<file path="src/rtl/uart_rx.sv">
// 8N1 serial receiver: two-flop synchronizer, mid-bit sampling FSM, and a
// one-cycle valid or frame_error pulse on the cycle after the stop sample.
module uart_rx #(
    parameter int CLKS_PER_BIT = 8
) (
    input  logic       clock,
    input  logic       reset,
    input  logic       in,
    output logic [7:0] data,
    output logic       valid,
    output logic       frame_error,
    output logic       busy
);

    localparam int HALF  = CLKS_PER_BIT / 2;
    localparam int CNT_W = $clog2(CLKS_PER_BIT);
    localparam logic [CNT_W-1:0] HALF_LAST = CNT_W'(HALF - 1);
    localparam logic [CNT_W-1:0] BIT_LAST  = CNT_W'(CLKS_PER_BIT - 1);

    typedef enum logic [1:0] {
        IDLE,
        START,
        DATA,
        STOP
    } state_t;

    state_t           state_q, state_d;
    logic             sync1_q, sync2_q, prev_q;
    logic             in_sync;
    logic [CNT_W-1:0] cnt_q, cnt_d;
    logic [2:0]       idx_q, idx_d;
    logic [7:0]       shift_q, shift_d;
    logic [7:0]       data_q, data_d;
    logic             pend_ok_q, pend_ok_d;
    logic             pend_bad_q, pend_bad_d;
    logic             valid_q, valid_d;
    logic             fe_q, fe_d;

    assign in_sync = sync2_q;

    always_ff @(posedge clock or negedge reset) begin
        if (!reset) begin
            sync1_q    <= 1'b1;
            sync2_q    <= 1'b1;
            prev_q     <= 1'b1;
            state_q    <= IDLE;
            cnt_q      <= '0;
            idx_q      <= '0;
            shift_q    <= '0;
            data_q     <= '0;
            pend_ok_q  <= 1'b0;
            pend_bad_q <= 1'b0;
            valid_q    <= 1'b0;
            fe_q       <= 1'b0;
        end else begin
            sync1_q    <= in;
            sync2_q    <= sync1_q;
            prev_q     <= sync2_q;
            state_q    <= state_d;
            cnt_q      <= cnt_d;
            idx_q      <= idx_d;
            shift_q    <= shift_d;
            data_q     <= data_d;
            pend_ok_q  <= pend_ok_d;
            pend_bad_q <= pend_bad_d;
            valid_q    <= valid_d;
            fe_q       <= fe_d;
        end
    end

    always_comb begin
        state_d    = state_q;
        cnt_d      = cnt_q + 1'b1;
        idx_d      = idx_q;
        shift_d    = shift_q;
        pend_ok_d  = 1'b0;
        pend_bad_d = 1'b0;

        case (state_q)
            IDLE: begin
                cnt_d = '0;
                // Edge-triggered so a line stuck low cannot start a new frame.
                if (prev_q && !in_sync) begin
                    state_d = START;
                end
            end
            START: begin
                if (cnt_q == HALF_LAST) begin
                    cnt_d   = '0;
                    idx_d   = '0;
                    state_d = in_sync ? IDLE : DATA;
                end
            end
            DATA: begin
                if (cnt_q == BIT_LAST) begin
                    cnt_d   = '0;
                    shift_d = {in_sync, shift_q[7:1]};
                    idx_d   = idx_q + 3'd1;
                    if (idx_q == 3'd7) begin
                        state_d = STOP;
                    end
                end
            end
            STOP: begin
                // Leave at mid-stop so a start bit right after it is caught.
                if (cnt_q == BIT_LAST) begin
                    cnt_d      = '0;
                    pend_ok_d  = in_sync;
                    pend_bad_d = !in_sync;
                    state_d    = IDLE;
                end
            end
            default: begin
                state_d = IDLE;
            end
        endcase
    end

    always_comb begin
        valid_d = pend_ok_q;
        fe_d    = pend_bad_q;
        data_d  = pend_ok_q ? shift_q : data_q;
    end

    assign data        = data_q;
    assign valid       = valid_q;
    assign frame_error = fe_q;
    assign busy        = (state_q != IDLE);

endmodule

</file>
<file path="config.mk">
export PLATFORM = sky130hd
export DESIGN_NAME = uart_rx
export DESIGN_NICKNAME = d
export VERILOG_FILES = /design/src/rtl/uart_rx.sv
export SDC_FILE = /design/constraint.sdc
export NUM_CORES = 1
export LEC_CHECK = 0
export ABC_AREA = 1
export CORE_MARGIN = 3
export CORE_UTILIZATION = 35
export CTS_CLUSTER_DIAMETER = 60
export CTS_CLUSTER_SIZE = 8
export DETAILED_ROUTE_END_ITERATION = 6
export SETUP_SLACK_MARGIN = 0.15
export SKIP_CTS_REPAIR_TIMING = 1
export SLEW_MARGIN = 5
export SYNTH_ARGS = -nofsm -noshare
export SYNTH_HDL_FRONTEND = slang
export SYNTH_SLANG_ARGS = --single-unit
</file>
<file path="constraint.sdc">
create_clock -name clock -period 2.11 [get_ports clock]
set_input_delay 0.422 -clock clock [delete_from_list [all_inputs] [get_ports clock]]
set_output_delay 0.422 -clock clock [all_outputs]
set_load 0.05 [all_outputs]
</file>
# Word-level counts from Yosys, hierarchy flattened

Index checks and enable logic that the tools add are counted.

Register bits: 31
Bits of input ports: 3
Output and inout port bits: 11
Word-level logic and storage cells: 51

$add $sub $neg: 2
Equal/unequal tests: 11
Multiplexer cells: 17
Reductions and logical operators: 9

Operators by type and width:

| operator                                       | count |
|---|---|
| 2-to-1 mux 2 bit                               | 6 |
| 2-to-1 mux 3 bit                               | 4 |
| != test 2 bit (second input constant)          | 5 |
| one-hot mux 3 bit (3 select lines)             | 1 |
| one-hot mux 2 bit (4 select lines)             | 1 |
| adder 3 x 1 -> 3 bit (second input constant)   | 2 |
| == test 3 bit (second input constant)          | 2 |
| one-hot mux 3 bit (2 select lines)             | 1 |
| AND reduction 5 bit                            | 1 |
| == test 2 bit (second input constant)          | 2 |
| 2-to-1 mux 1 bit                               | 4 |
| nonzero test 2 bit                             | 2 |
| == test 3 x 2 -> 1 bit (second input constant) | 1 |
| AND reduction 3 bit                            | 1 |
| == test 2 x 1 -> 1 bit (second input constant) | 1 |
| zero test 2 bit                                | 1 |
| AND reduction 2 bit                            | 1 |
| OR reduction 2 bit                             | 1 |
| logical AND 1 bit                              | 1 |
| zero test 1 bit                                | 1 |

# Logic depth before layout (Yosys ltp)

Depth after elaboration: 4
Mapped depth: 9
Depth with buffers taken out: 8

# Least setup slack after synthesis

No wires, ideal clock.

Kind: reg2out
Start: reg (tool-made name)
End: out busy
Arrival time: 0.837 ns
Data required time: 1.688 ns
Path slack: 0.851 ns
Cell stages (with the launch flop): 4
Buffers on the path: 1
Cells stage by stage: dfrtp_1 -> buf_6 -> nor2_2 -> inv_1

RTL lines:

| element          | line | RTL |
|---|---|---|
| end: declaration | 12   | `output logic busy` |

# Worst setup path in the final report

Start: reg data_q[5] (netlist: data[5])
End: out data[5]

RTL lines:

| element                  | line | RTL |
|---|---|---|
| start: declaration       | 33   | `logic [7:0] data_q, data_d;` |
| start signal: assignment | 63   | `data_q <= data_d;` |
| end: declaration         | 9    | `output logic [7:0] data,` |

No word-level cell between the ends.

==> impl_results.md <==
* Peak supply drop at 383 uV
* Reg2reg start: cnt_q[0]$_DFF_PN0_
* Synthesized flop and latch total at 31
* DR iter-0 viols at 38
* Final Hold Viols at 0
* Hold Path Origin: fe_d$_DFF_PN0_
* Status: finished clean
* WHS Endpoint: frame_error$_DFF_PN0_
* Layout Nets at 153
* RSZ-0062 raised after global routing: false
* DR vias at 855
* CTS root buffer: clkbuf_8
* # rows at 22
* Combinational group share of total power at 0.355
* Pwr/cell area at 1160 nW/um^2
* Worst Path Buf+Inv at 1
* Commonest non-fill, non-tap cell in the layout: dfrtp_1
* Syn Area/Cell at 10.8 sq um
* Drt pass-1 iters at 6
* Final Power at 1.89 mW
* Cell accounting for the most synthesized area: dfrtp_1
* Tmin final at 1860 ps
* Share of the synthesized area in the top cell type at 0.511
* Worst EP required at 1690 ps
* First-pass GRT wire length at 3680 um
* Switching share of power at 0.379
* Part of the cycle the worst path needs at 0.881
* CP arrival at 1440 ps
* Hold crit path type: reg -> reg
* Util after Layout at 0.437
* Share of layout cells above drive strength 1 at 0.281
* Vias per cell at 4.41
* Leakage Power at 0.811 nW
* Critical R2R Capture: shift_q[0]$_DFFE_PN0P_
* Wire per inst at 10.5 um
* Initial antenna violation count at 0
* Largest net degree at the start of global routing at 32
* Final WL at 2030 um
* Final instance area at 1620 sq um
* PortBufs at 13
* Slew HR at 0.671
* # diodes at 0
* CP endpoint kind: primary output
* CP max stage cell: clkdlybuf4s50_1
* Hold path depth at 0
* Most frequent cells in the layout: 28 x dfrtp_1, 19 x nand2_1, 13 x inv_1
* Crit-path cells: clkdlybuf4s50_1
* GRT Resource Usage Total at 0.108
* CP peak stage delay at 800 ps
* Die area at 4710 sq um
* Post-synthesis cell type count at 26
* DR WL met3 at 84 um
* Final setup fails at 0
* Vias in the first global route at 848
* Die Ht at 68.6 um
* Initial Util at 0.369
* Max-slew violation count at 0
* Clock group share of total power at 0.228
* Global placer's final weighted congestion at 0.700
* Slew @ Worst Pin at 493 ps
* Remaining routing DRC violations at 0
* ANT nets after route at 0
* CTS Sinks at 31
* H-tree depth at 2
* Clk_lat worst skew at 270 ps
* Clk buf depth at 2
* Syn Inst Count at 127
* Cell Int Power at 1.17 mW
* IO Pins at 14
* FF-to-FF setup slack at 730 ps
* Max layer used: met4
* MaxCap Viol Count at 0
* Cell Area, Synth at 1370 sq um
* CTS tree: done
* Setup TNS at 0 ps
* Clock Skew at 4.24 ps
* Peak Freq at 538 MHz
* Ranking of synthesized cells by area: dfrtp_1 51%, dfstp_2 5.7%, nand2_1 5.2%, o21ai_2 5.1%, ha_1 4.6%
* CP Launch Type: flip-flop
* Global route overflow at 0
* DR WL met2 at 994 um
* Core ar. at 3720 sq um
* DP Wirelength at 1490 um
* Dpl cells at 186
* Sequential cell area fraction in the yosys report at 0.568
* Kind of critical path: reg -> out
* Top cell family by delay on the critical path: buffers and inverters
* Crit path max fanout at 2
* Sequential share of power at 0.417
* Switching power at 0.714 mW
* Fin cells at 194
* Width of the die at 68.6 um
* Total CTS buffers at 5
* WL met1 at 923 um
* Synth-to-layout area growth at 18.3%
* Clk slew on worst S/H paths at 60 ps
* Dpl cell area at 1540 sq um
* Post-Syn Nets at 135
* Synth Warn # at 0
* R2R cell count at 6
## registers in the layout, indices dropped and copies added, names as in the netlist, named ones only
name         cells
fe_d             1
in_sync          1
data             8
shift_q          8
idx_q            3
cnt_q            3
pend_ok_q        1
prev_q           1
state_q          1
valid            1
sync1_q          1
frame_error      1
## layout make-up
cell class                      instances  area (sq um)
Sequential cell                        31           779
Clock buffer                            8          80.1
Timing Repair Buffer                   14           148
Fill cell                             373          2090
Tap cell                               48          60.1
Multi-Input combinational cell         76           487
Inverter                               17          68.8
## metrics by stage
step / hold slack, ps / setup WS, ps
floorplan: 126 / 851
global placement: 332 / 568
detailed placement: 336 / 537
CTS: 348 / 231
global route: 363 / 189
finish: 345 / 251
## cell families (layout without fill, tap and decap cells)
logic type,count (synthesis),count (layout),share of synthesized area
buffers and inverters,20,39,0.0766
and+or+nand+nor,50,50,0.199
muxes,2,2,0.0164
adders and majority gates,5,5,0.0456
AOI/OAI and AO/OA,19,19,0.0940
DFF,31,31,0.568
## worst register-to-register path, stage by stage, from the launching register on
cell     delay (ps)
dfrtp_1         370
ha_1            240
nand2_4         110
nor2_8          300
inv_2           110
nand2_1          70
o21ai_1          60
## power by group through the flow
stage          sequential [mW]  combinational, mW  clock, mW
3_5_place_dp             0.799              0.678          0
5_1_grt                  0.800              0.740      0.481
3_3_place_gp             0.792              0.666          0
2_1_floorplan            0.915              0.376          0
4_1_cts                  0.788              0.680      0.448
6_report                 0.786              0.669      0.430
## layer usage
metal	vias up	GRT usage
met5	-	0
met4	0	0.0447
met3	2	0.0486
met2	13	0.164
met1	402	0.131
li1	438	-
## synth_stat cells, drive strengths merged
master / instances
mux2: 2
a21oi: 8
nor3: 3
and2: 1
nand2: 30
dfstp: 3
nor2: 12
nand3: 4
inv: 17
buf: 3
o21ai: 11
dfrtp: 28
ha: 5
## worst max path at each step
stage	start	endpoint	slack, ps	cells after the start
after global routing	data[5]$_DFFE_PN0P_	data[5]	190	1
after floorplan	flip-flop	busy	850	3
final	data[5]$_DFFE_PN0P_	data[5]	250	1
after CTS	data[5]$_DFFE_PN0P_	data[5]	230	1
after detailed placement	data[5]$_DFFE_PN0P_	data[5]	540	1
after global placement	data[1]$_DFFE_PN0P_	data[1]	570	1
(Power assumes the default switching activity.)
